File: src/rtl/seven_seg_pkg.sv
`timescale 1ns/1ps
`default_nettype none
//==============================================================================
// Module   : seven_seg_pkg
// Purpose  : Shared stopwatch display/formatter package. Holds the ASCII
//            constants used on the UART path, the formatter FSM state type,
//            the binary-to-BCD converter and the digit-to-ASCII helper.
// Ports    : none (package)
// Revision : 1.1 - ASCII constants, fmt_state_t and digit_to_ascii added
//==============================================================================
package seven_seg_pkg;

   localparam logic [7:0] ASC_ZERO  = 8'h30;
   localparam logic [7:0] ASC_DOT   = 8'h2E;
   localparam logic [7:0] ASC_COLON = 8'h3A;
   localparam logic [7:0] ASC_CR    = 8'h0D;
   localparam logic [7:0] ASC_LF    = 8'h0A;

   typedef enum logic [2:0] {
      FMT_IDLE      = 3'd0,
      FMT_LOAD      = 3'd1,
      FMT_SEND      = 3'd2,
      FMT_WAIT_ACK  = 3'd3,
      FMT_WAIT_DONE = 3'd4,
      FMT_NEXT      = 3'd5
   } fmt_state_t;

   // Shift-and-add-3 conversion. Result is {hundreds, tens, ones}; an 8-bit
   // input never exceeds 255, so the hundreds digit never needs correction.
   function automatic logic [11:0] hex8_to_bcd_opt(input logic [7:0] bin);
      logic [19:0] sr;
      sr = {12'd0, bin};
      for (int i = 0; i < 8; i++) begin
         if (sr[11:8] >= 4'd5)
            sr[11:8] = sr[11:8] + 4'd3;
         if (sr[15:12] >= 4'd5)
            sr[15:12] = sr[15:12] + 4'd3;
         sr = sr << 1;
      end
      return sr[19:8];
   endfunction

   function automatic logic [7:0] digit_to_ascii(input logic [3:0] d);
      return ASC_ZERO + {4'd0, d};
   endfunction

endpackage
`default_nettype wire

File: src/rtl/stopwatch_uart_fmt.sv
`timescale 1ns/1ps
`default_nettype none
//==============================================================================
// Module   : stopwatch_uart_fmt
// Purpose  : On trig, snapshots the stopwatch counters, converts them to
//            decimal ASCII and streams "SS.CC\r\n" byte by byte into uart_tx
//            over its start/busy handshake. Values above 99 show as 99.
//            Build macro STOPWATCH_UART_FMT_MIN_EN prefixes the frame with
//            "M:" taken from min_bin (9-byte frame instead of 7).
// Ports    : clk      - system clock
//            rst      - synchronous reset, active-high
//            trig     - single-cycle report request
//            sec_bin  - seconds count (binary)
//            csec_bin - centiseconds count (binary)
//            min_bin  - minutes count (only with STOPWATCH_UART_FMT_MIN_EN)
//            tx_busy  - busy flag from uart_tx
//            tx_data  - byte presented to uart_tx
//            tx_start - one-cycle start strobe to uart_tx
//            busy     - frame in progress
//            drop     - one-cycle pulse when a trig was ignored
// Revision : 1.0 - initial release
//==============================================================================
module stopwatch_uart_fmt
   import seven_seg_pkg::*;
#(
   parameter int ACK_TIMEOUT = 16
) (
   input  logic       clk,
   input  logic       rst,
   input  logic       trig,
   input  logic [7:0] sec_bin,
   input  logic [6:0] csec_bin,
   input  logic [1:0] min_bin,
   input  logic       tx_busy,
   output logic [7:0] tx_data,
   output logic       tx_start,
   output logic       busy,
   output logic       drop
);

   localparam int FRAME_LEN = 7;
`ifdef STOPWATCH_UART_FMT_MIN_EN
   localparam int c_NUM_BYTES = FRAME_LEN + 2;
`else
   localparam int c_NUM_BYTES = FRAME_LEN;
`endif
   localparam logic [3:0] c_LAST_IDX = 4'(c_NUM_BYTES - 1);
   localparam int c_CNT_W = (ACK_TIMEOUT > 1) ? $clog2(ACK_TIMEOUT) : 1;
   localparam logic [c_CNT_W-1:0] c_ACK_LAST = c_CNT_W'(ACK_TIMEOUT - 1);

   fmt_state_t         r_state, w_state_nxt;
   logic [3:0]         r_idx;
   logic [c_CNT_W-1:0] r_ack_cnt;
   logic [7:0]         r_sec_snap;
   logic [6:0]         r_csec_snap;
   logic [3:0]         r_sec_t, r_sec_o, r_csec_t, r_csec_o;
   logic [7:0]         r_tx_data;
   logic               r_tx_start;
   logic               r_drop;
   logic [11:0]        w_sec_bcd, w_csec_bcd;
   logic [7:0]         w_byte;

`ifdef STOPWATCH_UART_FMT_MIN_EN
   logic [1:0]         r_min_snap;
   logic [3:0]         r_min_d;
`else
   logic               w_unused;
   assign w_unused = ^min_bin;
`endif

   // A non-zero hundreds digit means the value is above 99; showing 9/9 in
   // that case is the same as clamping the binary value to 99 first.
   assign w_sec_bcd  = hex8_to_bcd_opt(r_sec_snap);
   assign w_csec_bcd = hex8_to_bcd_opt({1'b0, r_csec_snap});

   always_ff @(posedge clk) begin
      if (rst)
         r_state <= FMT_IDLE;
      else
         r_state <= w_state_nxt;
   end

   always_comb begin
      w_state_nxt = r_state;
      case (r_state)
         FMT_IDLE:      if (trig) w_state_nxt = FMT_LOAD;
         FMT_LOAD:      w_state_nxt = FMT_SEND;
         FMT_SEND:      w_state_nxt = FMT_WAIT_ACK;
         FMT_WAIT_ACK:  if (tx_busy || (r_ack_cnt == c_ACK_LAST))
                           w_state_nxt = FMT_WAIT_DONE;
         FMT_WAIT_DONE: if (!tx_busy) w_state_nxt = FMT_NEXT;
         FMT_NEXT:      w_state_nxt = (r_idx == c_LAST_IDX) ? FMT_IDLE : FMT_SEND;
         default:       w_state_nxt = FMT_IDLE;
      endcase
   end

   always_comb begin
      w_byte = 8'h00;
`ifdef STOPWATCH_UART_FMT_MIN_EN
      case (r_idx)
         4'd0:    w_byte = digit_to_ascii(r_min_d);
         4'd1:    w_byte = ASC_COLON;
         4'd2:    w_byte = digit_to_ascii(r_sec_t);
         4'd3:    w_byte = digit_to_ascii(r_sec_o);
         4'd4:    w_byte = ASC_DOT;
         4'd5:    w_byte = digit_to_ascii(r_csec_t);
         4'd6:    w_byte = digit_to_ascii(r_csec_o);
         4'd7:    w_byte = ASC_CR;
         4'd8:    w_byte = ASC_LF;
         default: w_byte = 8'h00;
      endcase
`else
      case (r_idx)
         4'd0:    w_byte = digit_to_ascii(r_sec_t);
         4'd1:    w_byte = digit_to_ascii(r_sec_o);
         4'd2:    w_byte = ASC_DOT;
         4'd3:    w_byte = digit_to_ascii(r_csec_t);
         4'd4:    w_byte = digit_to_ascii(r_csec_o);
         4'd5:    w_byte = ASC_CR;
         4'd6:    w_byte = ASC_LF;
         default: w_byte = 8'h00;
      endcase
`endif
   end

   // tx_start/tx_data are registered so uart_tx sees glitch-free signals;
   // the strobe therefore appears in the cycle after SEND, which is also the
   // first WAIT_ACK cycle.
   always_ff @(posedge clk) begin
      if (rst) begin
         r_idx       <= 4'd0;
         r_ack_cnt   <= '0;
         r_sec_snap  <= 8'd0;
         r_csec_snap <= 7'd0;
         r_sec_t     <= 4'd0;
         r_sec_o     <= 4'd0;
         r_csec_t    <= 4'd0;
         r_csec_o    <= 4'd0;
         r_tx_data   <= 8'd0;
         r_tx_start  <= 1'b0;
         r_drop      <= 1'b0;
`ifdef STOPWATCH_UART_FMT_MIN_EN
         r_min_snap  <= 2'd0;
         r_min_d     <= 4'd0;
`endif
      end else begin
         r_drop     <= trig && (r_state != FMT_IDLE);
         r_tx_start <= (r_state == FMT_SEND);

         if (r_state == FMT_IDLE && trig) begin
            r_sec_snap  <= sec_bin;
            r_csec_snap <= csec_bin;
`ifdef STOPWATCH_UART_FMT_MIN_EN
            r_min_snap  <= min_bin;
`endif
         end

         if (r_state == FMT_LOAD) begin
            r_sec_t  <= (|w_sec_bcd[11:8])  ? 4'd9 : w_sec_bcd[7:4];
            r_sec_o  <= (|w_sec_bcd[11:8])  ? 4'd9 : w_sec_bcd[3:0];
            r_csec_t <= (|w_csec_bcd[11:8]) ? 4'd9 : w_csec_bcd[7:4];
            r_csec_o <= (|w_csec_bcd[11:8]) ? 4'd9 : w_csec_bcd[3:0];
`ifdef STOPWATCH_UART_FMT_MIN_EN
            r_min_d  <= {2'b00, r_min_snap};
`endif
         end

         if (r_state == FMT_SEND)
            r_tx_data <= w_byte;

         if (r_state == FMT_WAIT_ACK)
            r_ack_cnt <= r_ack_cnt + c_CNT_W'(1);
         else
            r_ack_cnt <= '0;

         if (r_state == FMT_IDLE)
            r_idx <= 4'd0;
         else if (r_state == FMT_NEXT && r_idx != c_LAST_IDX)
            r_idx <= r_idx + 4'd1;
      end
   end

   assign tx_data  = r_tx_data;
   assign tx_start = r_tx_start;
   assign busy     = (r_state != FMT_IDLE);
   assign drop     = r_drop;

endmodule
`default_nettype wire

File: config.mk
export PLATFORM = sky130hd
export DESIGN_NAME = stopwatch_uart_fmt
export DESIGN_NICKNAME = d
export VERILOG_FILES = /design/src/rtl/seven_seg_pkg.sv /design/src/rtl/stopwatch_uart_fmt.sv
export SDC_FILE = /design/constraint.sdc
export NUM_CORES = 1
export LEC_CHECK = 0
export CORE_ASPECT_RATIO = 0.8
export CORE_MARGIN = 3
export CORE_UTILIZATION = 58
export CTS_BUF_LIST = sky130_fd_sc_hd__clkbuf_16
export CTS_CLUSTER_DIAMETER = 150
export CTS_CLUSTER_SIZE = 8
export DETAILED_ROUTE_END_ITERATION = 6
export HOLD_SLACK_MARGIN = 0.1
export PLACE_DENSITY = 0.85
export SLEW_MARGIN = 25
export SYNTH_ARGS = -nofsm -noshare
export SYNTH_HDL_FRONTEND = slang
export SYNTH_SLANG_ARGS = --single-unit
File: constraint.sdc
create_clock -name clk -period 7.2 [get_ports clk]
set_input_delay 1.44 -clock clk [delete_from_list [all_inputs] [get_ports clk]]
set_output_delay 1.44 -clock clk [all_outputs]
set_load 0.1 [all_outputs]
==> results of run 1 <==
where the power goes:
group | leakage, nW | switching (mW) | internal, mW
sequential | 0.408 | 0.0316 | 0.310
clock | 0.0689 | 0.102 | 0.127
combinational | 1.00 | 0.300 | 0.189
total | 1.48 | 0.433 | 0.626
how the worst max path moves through the flow:
stage	depth (start not counted)	to	slack (ns)	from
2_1_floorplan	28	r_sec_t[1]$_SDFFE_PP0N_	2.19	r_sec_snap[5]$_SDFFE_PP0P_
3_3_place_gp	24	r_sec_t[1]$_SDFFE_PP0N_	1.57	r_sec_snap[5]$_SDFFE_PP0P_
3_5_place_dp	24	r_sec_t[1]$_SDFFE_PP0N_	1.33	r_sec_snap[5]$_SDFFE_PP0P_
4_1_cts	24	r_sec_t[1]$_SDFFE_PP0N_	1.29	r_sec_snap[5]$_SDFFE_PP0P_
5_1_grt	24	r_sec_t[1]$_SDFFE_PP0N_	0.79	r_sec_snap[5]$_SDFFE_PP0P_
6_report	24	r_sec_t[1]$_SDFFE_PP0N_	1.29	r_sec_snap[5]$_SDFFE_PP0P_
logic make-up (layout without fill, tap and decap cells):
family          Yosys count  after routing  share of synthesized area, %
compound gates          118            118                          25.1
xor+xnor                 13             13                          3.47
fa+ha+maj                24             24                          8.59
buf+inv                  45             57                          5.80
flops                    50             50                          28.6
mux                      17             17                          5.37
other cells               1              2                         0.107
simple gates            162            162                          22.9
cell type report:
class	instances	area share, %
Sequential cell	50	25.6
Clock buffer	5	3.21
Clock inverter	3	0.417
Timing Repair Buffer	29	7.31
Tap cell	78	2.50
Inverter	20	1.92
Multi-Input combinational cell	336	59.0
per-stage QoR:
stage | std cells | worst slack [ns] | instance area, um2 | hold WS, ns | utilization, %
CTS | 521 | 1.29 | 3900 | 0.462 | 69.0
global route | 521 | 0.786 | 3900 | 0.472 | 69.1
floorplan | 431 | 2.19 | 3500 | 0.418 | -
finish | 521 | 1.29 | 3900 | 0.459 | 69.1
global placement | 513 | 1.57 | 3760 | 0.431 | 66.5
detailed placement | 513 | 1.33 | 3760 | 0.447 | 66.5
routing by layer:
layer	wire length, um	global-route usage, %
met2	3480	36.6
met4	96	5.37
met3	453	4.54
met5	0	0
met1	3590	30.5
cells in the final DEF, fill, tap and decap left out, types with 3 or more instances in the layout:
cell | Yosys | layout
a211oi_1 | 5 | 5
a21boi_0 | 3 | 3
a21boi_1 | 3 | 3
a21o_1 | 4 | 4
a21oi_1 | 40 | 40
a22oi_1 | 7 | 7
a31oi_1 | 3 | 3
a32o_1 | 4 | 4
clkbuf_16 | 0 | 5
clkdlybuf4s50_1 | 0 | 27
clkinv_1 | 1 | 3
dfxtp_1 | 50 | 50
ha_1 | 24 | 24
inv_1 | 19 | 19
mux2_2 | 3 | 3
mux2i_1 | 12 | 11
nand2_1 | 48 | 48
nand2b_1 | 9 | 9
nand3_1 | 7 | 7
nand3b_1 | 4 | 4
nand4_1 | 4 | 4
nor2_1 | 46 | 45
nor2b_1 | 6 | 6
nor3_1 | 12 | 12
o211ai_1 | 3 | 3
o21a_1 | 4 | 4
o21ai_0 | 10 | 10
or2_1 | 3 | 3
or3_1 | 3 | 3
xnor2_1 | 10 | 10
registers in the layout (all words and copies together), names as in the netlist, 3 cells and up:
name         flops
r_ack_cnt        4
r_csec_o         4
r_csec_snap      7
r_csec_t         4
r_idx            4
r_sec_o          4
r_sec_snap       8
r_sec_t          4
r_state          3
tx_data          6
==> flow_metrics.py, run 1 <==
metrics = {
    "outcome": {
        "status": "complete, no violations",
    },
    "grt": {
        "grt_pass1_vias": 2743,
        "grt_overflow": 0,
        "antenna_found_initial": 0,
        "grt_max_degree": 41,
        "grt_usage_pct": 22.3,
        "grt_pass1_wl_um": 12600,
    },
    "clock_tree": {
        "worstSkewPairLatency_ns": 0.29,
        "cts_setup_buffers": 0,
        "cts-root-buf": "clkbuf_16",
        "cts.path.max_buffers": 2,
        "hold_buffers": 0,
        "htree_levels": 2,
        "cts_tree": "yes",
        "cts_buffers": 5,
        "clk_pin_slew_ns": 0.07,
        "cts_resized": 0,
        "cts.sinks": 50,
    },
    "synth": {
        "avgSynthCellArea_um2": 8.13,
        "synth_top_area_cell": "dfxtp_1",
        "yosysMostFrequentCell": "dfxtp_1",
        "synthesis.area_mm2": 0.00350,
        "synth_top_area_share_pct": 28.6,
        "synth_edf_count": 0,
        "synth_area_leaders": "dfxtp_1, ha_1, a21oi_1, nand2_1, nor2_1",
        "synthArstFlopShare_pct": 0,
        "synthFlopType": "dfxtp_1",
        "synth_common_cells": "dfxtp_1, nand2_1, nor2_1",
        "ys_seq_area_share_pct": 28.6,
        "ys_warn_count": 0,
        "ys_types": 79,
        "syn-instance-count": 430,
        "ys_ff_latch": 50,
    },
    "cells_and_area": {
        "drive_gt1_share_pct": 8.13,
        "fillers": 476,
        "multi_input_area_mm2": 0.00230,
        "nNetsFinal": 487,
        "register_area_mm2": 0.00100,
        "n_antenna_cell": 0,
        "syn_to_final_growth_pct": 11.6,
    },
    "setup_path": {
        "r2r_slack_ns": 1.29,
        "crit_path_max_incr_delay_ns": 0.60,
        "cp.buffers_inverters": 3,
        "required_ns": 7.38,
        "worst_path_dominant_cell_family": "compound AO/OA/AOI/OAI gates",
        "critPathMaxFanout": 13,
        "cp-start-kind": "flip-flop",
        "slowest_stage": "a32oi_2",
        "path_cells": "inv_1, ha_1, inv_1, ha_1, a21oi_1, xnor2_1, ha_1, and2b_1, or4_1, o2111ai_2, ha_1, nand2b_1, a32oi_2, nand2_1, ha_1, a211oi_1, a21oi_1, ha_1, inv_1, o21ai_0, o211ai_1, and3_1, mux2i_1, a32o_1",
        "cp_common_cell": "ha_1",
        "r2r_end": "r_sec_t[1]$_SDFFE_PP0N_",
        "endpoint_kind": "flip-flop",
        "path_class": "reg -> reg",
        "worstRegToRegCells": 24,
        "crit_arrival_ns": 6.09,
        "r2r_start": "r_sec_snap[5]$_SDFFE_PP0P_",
    },
    "drt": {
        "wl_per_cell_um": 14.6,
        "routed-via-count": 3132,
        "dr.pass1.iters": 5,
        "wl_um": 7620,
        "first_iter_violations": 250,
        "routed_via_density": 6.01,
        "ant_nets": 0,
        "drcViolationCount": 0,
    },
    "hold_path": {
        "min_path_type": "reg -> reg",
        "hp-start": "r_ack_cnt[0]$_SDFF_PP0_",
        "hold_depth": 1,
        "hold_end": "r_ack_cnt[0]$_SDFF_PP0_",
    },
    "die": {
        "fp.dieW_um": 92.8,
        "rows": 24,
        "initial_utilization_pct": 61.9,
        "die_h_um": 75.5,
        "core_mm2": 0.00565,
        "ios": 32,
        "dieArea_mm2": 0.00700,
    },
    "power": {
        "leakagePower_nw": 1.48,
        "ir_drop_uv": 126,
        "p_per_area_mw_per_mm2": 271,
        "fin_total_pwr_mw": 1.06,
    },
    "placed_design": {
        "port_buffers": 27,
        "hpwl_um": 5490,
        "place_congestion": 0.801,
    },
    "timing": {
        "hold_viol_final": 0,
        "final.setup.tns_ns": 0,
        "finalCritPeriodShare_pct": 82.1,
        "rsz0062_at_grt": "false",
        "tightest_slew_ns": 0.971,
        "skew_ns": 0.00548,
        "maxSlewViolCount": 0,
        "setup_viol": 0,
        "min_period_ns": 5.91,
        "relSlewSlack_pct": 35.0,
        "max_freq_mhz": 169,
    },
    "run": {
        "cap_violations": 0,
    },
}
Power figures use the tool's default switching activity.
==> run 2, diff against run 1 <==
- clock period: 7.2 -> 6.2 ns (I/O delays scaled with it)
==> flow_metrics.py, run 2 (synthesized netlist as in run 1, its figures left out) <==
metrics = {
    "cells_and_area": {
        "drive_gt1_share_pct": 8.76,
        "final_cell_mix": "dfxtp_1, nand2_1, nor2_1",
        "syn_to_final_growth_pct": 12.1,
        "fin_cells": 523,
        "final_util_pct": 69.4,
        "regMostFlops": "r_sec_snap",
        "n_antenna_cell": 0,
        "largest_reg_flops": 8,
        "nNetsFinal": 489,
        "layout_commonest_cell": "dfxtp_1",
    },
    "outcome": {
        "status": "complete, but fails checks",
        "failed_checks": "DRC",
    },
    "setup_path": {
        "cp-start-kind": "flip-flop",
        "critPathMaxFanout": 13,
        "slowest_stage": "or4_1",
        "endpoint_kind": "flip-flop",
        "crit_arrival_ns": 5.88,
        "worst_path_dominant_cell_family": "adder cells",
        "path_class": "reg -> reg",
        "cp_common_cell": "ha_1",
        "required_ns": 6.38,
        "crit_path_max_incr_delay_ns": 0.51,
        "cp.buffers_inverters": 4,
    },
    "timing": {
        "skew_ns": 0.00652,
        "relSlewSlack_pct": 34.9,
        "maxSlewViolCount": 0,
        "hold_viol_final": 0,
        "rsz0062_at_grt": "false",
        "tightest_slew_ns": 0.974,
        "final.setup.tns_ns": 0,
        "finalCritPeriodShare_pct": 91.9,
        "setup_viol": 0,
        "min_period_ns": 5.70,
        "max_freq_mhz": 175,
    },
    "drt": {
        "wl_per_cell_um": 14.3,
        "ant_nets": 0,
        "routed-via-count": 3098,
        "dr.pass1.iters": 7,
        "wl_um": 7470,
        "routed_via_density": 5.92,
        "first_iter_violations": 223,
        "drcViolationCount": 1,
    },
    "power": {
        "leakagePower_nw": 1.50,
        "p_per_area_mw_per_mm2": 314,
        "ir_drop_uv": 144,
    },
    "placed_design": {
        "hpwl_um": 5410,
        "dp.cells": 515,
        "place_congestion": 0.815,
        "port_buffers": 27,
    },
    "clock_tree": {
        "clk_pin_slew_ns": 0.07,
        "cts.path.max_buffers": 2,
        "worstSkewPairLatency_ns": 0.29,
        "cts-root-buf": "clkbuf_16",
        "cts_buffers": 5,
        "cts_resized": 0,
        "cts_setup_buffers": 0,
        "hold_buffers": 0,
        "htree_levels": 2,
        "cts_tree": "yes",
        "cts.sinks": 50,
    },
    "die": {
        "die_h_um": 75.5,
        "fp.dieW_um": 92.8,
        "core_mm2": 0.00565,
        "dieArea_mm2": 0.00700,
        "ios": 32,
        "initial_utilization_pct": 61.9,
        "rows": 24,
    },
    "grt": {
        "grt_pass1_vias": 2821,
        "grt_pass1_wl_um": 12400,
        "antenna_found_initial": 0,
        "grt_usage_pct": 21.7,
        "grt_overflow": 0,
        "grt_max_degree": 41,
    },
    "run": {
        "cap_violations": 0,
    },
    "hold_path": {
        "min_path_type": "reg -> reg",
    },
}
==> run 2: cell count changes in the layout (fill, tap and decap cells not counted) <==
| cell | change |
|---|---|
| buf_4 | +2 |
| clkinv_1 | -2 |
| clkinv_2 | +1 |
| clkinvlp_4 | +1 |
| mux2i_1 | +1 |
| mux2i_2 | -1 |
==> run 2: path summary, 6_finish.rpt <==
check	from	endpoint	slack [ns]	cells after the start
max	r_sec_snap[5]$_SDFFE_PP0P_	r_sec_t[1]$_SDFFE_PP0N_	0.50	25
min	r_ack_cnt[0]$_SDFF_PP0_	r_ack_cnt[0]$_SDFF_PP0_	0.46	1
max reg2reg	r_sec_snap[5]$_SDFFE_PP0P_	r_sec_t[1]$_SDFFE_PP0N_	0.50	25
min reg2reg	r_ack_cnt[0]$_SDFF_PP0_	r_ack_cnt[0]$_SDFF_PP0_	0.46	1
==> run 2: where the power goes <==
group          total [mW]  leakage, nW  internal (mW)  switching, mW
combinational       0.565         1.02          0.222          0.343
sequential          0.397        0.408          0.360         0.0366
clock               0.269       0.0698          0.149          0.120
total                1.23         1.50          0.731          0.500
==> run 2: final cells by class <==
| cell class | count | area (um2) |
|---|---|---|
| Multi-Input combinational cell | 336 | 2300 |
| Fill cell | 469 | 1730 |
| Sequential cell | 50 | 1000 |
| Timing Repair Buffer | 31 | 300 |
| Clock buffer | 5 | 125 |
| Tap cell | 78 | 97.6 |
| Inverter | 20 | 75.1 |
| Clock inverter | 3 | 21.3 |
==> run 2: through the flow <==
step | power (mW) | setup slack (ns) | area (um2) | hold WS [ns]
floorplan | 0.853 | 1.19 | 3500 | 0.418
global placement | 0.937 | 0.845 | 3770 | 0.430
detailed placement | 0.959 | 0.635 | 3770 | 0.452
CTS | 1.23 | 0.597 | 3920 | 0.463
global route | 1.31 | 0.126 | 3920 | 0.482
finish | 1.23 | 0.501 | 3920 | 0.460
==> run 2: routing by layer <==
layer / vias up / wire, um / global-route usage (%)
met5: - / 0 / 0
met2: 104 / 3430 / 37.0
met4: 0 / 59 / 5.69
met3: 8 / 347 / 3.36
li1: 1565 / - / -
met1: 1421 / 3630 / 29.3
==> patch 1: new RTL, config.mk and constraints of run 1 <==
Make the reset (`rst`) asynchronous in 2 clocked blocks. Comments in the files are not updated.
--- a/src/rtl/stopwatch_uart_fmt.sv
+++ b/src/rtl/stopwatch_uart_fmt.sv
@@ -75,3 +75,3 @@
 
-   always_ff @(posedge clk) begin
+   always_ff @(posedge clk or posedge rst) begin
       if (rst)
@@ -128,3 +128,3 @@
    // first WAIT_ACK cycle.
-   always_ff @(posedge clk) begin
+   always_ff @(posedge clk or posedge rst) begin
       if (rst) begin
Function: differs if rst is asserted again (counterexample within 4 cycles, from zero or initial values and one cycle with rst high); with rst held inactive, the same outputs for 10 cycles.
==> patch 1 against run 1 <==
Sequential share of layout area rose by 5.9 points. Critical path type unchanged. Via count decreased by 7.2%. Cell count shrank 7.1%. Wire length decreased by 4.3%. Synthesized area is 1.0% higher. Critical endpoint is now r_sec_o[2]$_DFFE_PP0N_. Sequential cell count is the same. Count of clock-buffer cells in the layout unchanged. Design area rose by 1.8%. Worst setup slack better by 0.069 ns.
Power is not shown: default switching activity piles up to over one toggle a cycle in this logic, so the estimate is an artifact.
==> patch 1: results <==
export IMPL_n_all_inverters=32
export IMPL_insertion_delay_ns=0.29
export IMPL_worstMarginPinSlew_ns=0.972
export IMPL_wl_per_cell_um=15.1
export IMPL_postLayoutCoreUtil_pct=70.0
export IMPL_regArea_mm2=0.00125
export IMPL_first_global_vias=2709
export IMPL_netlist_instances=384
export IMPL_cp_max_fo=9
export IMPL_via_per_inst=6.00
export IMPL_gp_congestion=0.912
export IMPL_post_dp_hpwl_um=5440
export IMPL_met1_length_um=3510
export IMPL_synthTopCellsByCount="50 x dfrtp_1, 34 x nand2_1, 31 x inv_1, 29 x nor2_1, 25 x a21oi_1"
export IMPL_wl_met3_um=335
export IMPL_grt_util_met3_pct=3.75
export IMPL_met2_usage_pct=36.2
export IMPL_drt_first_pass_iters=7
export IMPL_numPlacedInstances=477
export IMPL_multi_input_area_share_pct=52.3
export IMPL_cp_arrival_ns=6.02
export IMPL_ys_top_cells_by_area="dfrtp_1 35%, ha_1 8.5%, nand2_1 3.6%"
export IMPL_async_flop_share_pct=100
export IMPL_buffer_area_share_pct=7.18
export IMPL_ys_seq_area_share_pct=35.4
export IMPL_totalWireLength_um=7300
export IMPL_status="completed"
export IMPL_multi_input_gates=288
export IMPL_grtUsageMet1_pct=30.2
export IMPL_synth_cell_type_count=76
export IMPL_h_tree_depth=2
export IMPL_drive_gt1_share_pct=11.3
export IMPL_final_nets=451
export IMPL_worst_clock_skew_ns=0.00548
export IMPL_final_clk_cell_share_pct=3.53
export IMPL_dr_wl_met2_um=3360
export IMPL_worst_r2r_path_depth=25
export IMPL_place_area_mm2=0.00383
export IMPL_grt_max_degree=51
export IMPL_drtIter0Drc=178
export IMPL_grt_pass1_wl_um=12400
export IMPL_grt_usage_pct=22.0
export IMPL_critPathMaxStageDelay_ns=0.43
patch 1: kinds of logic after synthesis:
family	count (synthesis)	synth area share, %
compound gates	118	24.6
xor+xnor	13	3.65
fa+ha+maj	25	8.82
buf+inv	47	5.99
flops	50	35.4
mux	18	5.74
other cells	1	0.106
simple gates	112	15.7
patch 1: worst paths after layout:
path	slack (ns)	endpoint	from
max in group asynchronous	5.08	r_csec_t[2]$_DFFE_PP0N_	rst
min in group asynchronous	1.62	r_idx[1]$_DFFE_PP0P_	rst
min reg2reg	0.47	r_ack_cnt[0]$_DFF_PP0_	r_ack_cnt[0]$_DFF_PP0_
min	0.47	r_ack_cnt[0]$_DFF_PP0_	r_ack_cnt[0]$_DFF_PP0_
max	1.36	r_sec_o[2]$_DFFE_PP0N_	r_sec_snap[5]$_DFFE_PP0P_
max reg2reg	1.36	r_sec_o[2]$_DFFE_PP0N_	r_sec_snap[5]$_DFFE_PP0P_
==> patch 2: new RTL, flow settings as in run 1 <==
Made on the original files. Change the localparam `FRAME_LEN` from 7 to 3.
--- a/src/rtl/stopwatch_uart_fmt.sv
+++ b/src/rtl/stopwatch_uart_fmt.sv
@@ -40,3 +40,3 @@
 
-   localparam int FRAME_LEN = 7;
+   localparam int FRAME_LEN = 3;
 `ifdef STOPWATCH_UART_FMT_MIN_EN
Check against the original RTL: same outputs for any inputs over 10 cycles, from zero or initial values and one cycle with rst high; that may be too few to reach the edited logic, so the function may still have changed.
==> patch 2 against run 1 <==
Worst setup slack got worse by 0.46 ns. Wire length rose by 15%. Synthesized area rose by 5.0%. Cell count rose by 7.5%. Sequential cell count did not move. Design area rose by 4.2%. Synthesized cell count rose by 9.1%. Count of clock-buffer cells in the layout did not move. Non-clock buffer count fell by 1. Utilization fell by 1.4 points. Critical path depth rose by 2. Highest routed layer unchanged.
Power is not compared: it rests on default switching activity, and its combinational part moved more than twofold at a synthesized area within 25%.
==> patch 2: results <==
export IMPL_status="completed"
export IMPL_vdd_drop_max_v=0.000179
export IMPL_synth_cell_type_count=73
export IMPL_drtIter0Drc=302
export IMPL_cts_made_buffers=5
export IMPL_drt_first_pass_iters=6
export IMPL_grt_usage_pct=24.6
export IMPL_regMostFlops="r_sec_snap"
export IMPL_insertion_delay_ns=0.29
export IMPL_cts_root_buf="clkbuf_16"
export IMPL_vias=3466
export IMPL_ys_top_cells_by_area="dfxtp_1 27%, ha_1 8.5%, a21oi_1 5.6%"
export IMPL_leakage_nw=1.58
export IMPL_grt_max_degree=33
export IMPL_yosys_warnings=0
export IMPL_wl_per_cell_um=15.6
export IMPL_port_buffers=27
export IMPL_post_dp_hpwl_um=6530
export IMPL_hp_class="register to register"
export IMPL_synthTopCellsByCount="52 x nand2_1, 50 x dfxtp_1, 45 x nor2_1, 41 x a21oi_1, 27 x inv_1"
export IMPL_clk_path_buf_depth=2
export IMPL_h_tree_depth=2
export IMPL_cp_max_fo=10
export IMPL_final_nets=525
export IMPL_grt_pass1_wl_um=14800
export IMPL_ys_seq_area_share_pct=27.2
export IMPL_diodes=0
export IMPL_worstMarginPinSlew_ns=0.967
export IMPL_worst_clock_skew_ns=0.00557
export IMPL_cp_top_family="compound AO/OA/AOI/OAI gates"
export IMPL_cp_arrival_ns=6.54
export IMPL_path_clk_slew_ns=0.06
export IMPL_first_global_vias=3218
export IMPL_gp_congestion=0.846
export IMPL_critPathMaxStageDelay_ns=0.55
export IMPL_drive_gt1_share_pct=7.10
export IMPL_crit_slowest_cell="dfxtp_1"
export IMPL_async_flop_share_pct=0
export IMPL_largest_reg_flops=8
export IMPL_antenna_found_initial=0
export IMPL_cts_hold_buf=0
export IMPL_ys_flop_type="dfxtp_1"
patch 2: report_power, final:
group	total [mW]	internal, mW	switching, mW	leakage, nW
Sequential	0.406	0.342	0.0635	0.408
Clock	0.228	0.127	0.101	0.0701
Combinational	1.02	0.378	0.637	1.10
patch 2: worst register-to-register path, delay by kind of cell, from the launching register on:
kind                       cells  cell delay, ns
AOI/OAI and AO/OA              8            1.98
xor gates and xnor gates       2            0.51
adders and majority gates      5            1.41
buffers and inverters          4            0.42
DFF                            1            0.55
and+or+nand+nor                7            1.38
patch 2: timing repair:
action,in CTS,in global routing
endpoints found under the setup margin,0,1
resized for setup,0,1
buffers inserted,0,0
patch 2: final cells by class:
cell class              count  area (um2)
multi-input cells         367        2450
fillers                   472        1940
flip-flops and latches     50        1000
repair buffers             28         278
clock buffers               5         125
inverters                  27         101
well taps                  81         101
clock inverters             2        13.8
patch 2: final timing paths:
| path | from | end | slack, ns | depth (start not counted) |
|---|---|---|---|---|
| hold reg to reg | tx_data[3]$_SDFFE_PP0P_ | tx_data[3]$_SDFFE_PP0P_ | 0.46 | 2 |
| hold / removal | tx_data[3]$_SDFFE_PP0P_ | tx_data[3]$_SDFFE_PP0P_ | 0.46 | 2 |
| setup / recovery | r_sec_snap[5]$_SDFFE_PP0P_ | r_sec_t[1]$_SDFFE_PP0N_ | 0.83 | 26 |
| setup reg to reg | r_sec_snap[5]$_SDFFE_PP0P_ | r_sec_t[1]$_SDFFE_PP0N_ | 0.83 | 26 |
patch 2: cells by family after synthesis:
| kind of cell | synth area share, % |
|---|---|
| flops | 27.2 |
| fa+ha+maj | 8.51 |
| simple gates | 21.7 |
| mux | 4.53 |
| other cells | 0.102 |
| buf+inv | 6.37 |
| compound gates | 28.5 |
| xor+xnor | 3.07 |
patch 2: metal layers:
metal	GRT usage, %	wire length (um)	share of wire, %
met4	6.77	99	1.1
met2	39.4	4100	47
met5	0	0	0
met1	34.5	4050	46
met3	2.94	489	5.6
patch 2: stage by stage:
step	setup WS (ns)	cell area, um2	std cells	hold slack (ns)
after detailed placement	0.789	3920	553	0.450
after global routing	0.200	4070	560	0.483
after CTS	0.744	4060	560	0.459
after global placement	0.980	3920	553	0.429
final	0.833	4070	560	0.457
after floorplan	1.81	3680	470	0.418
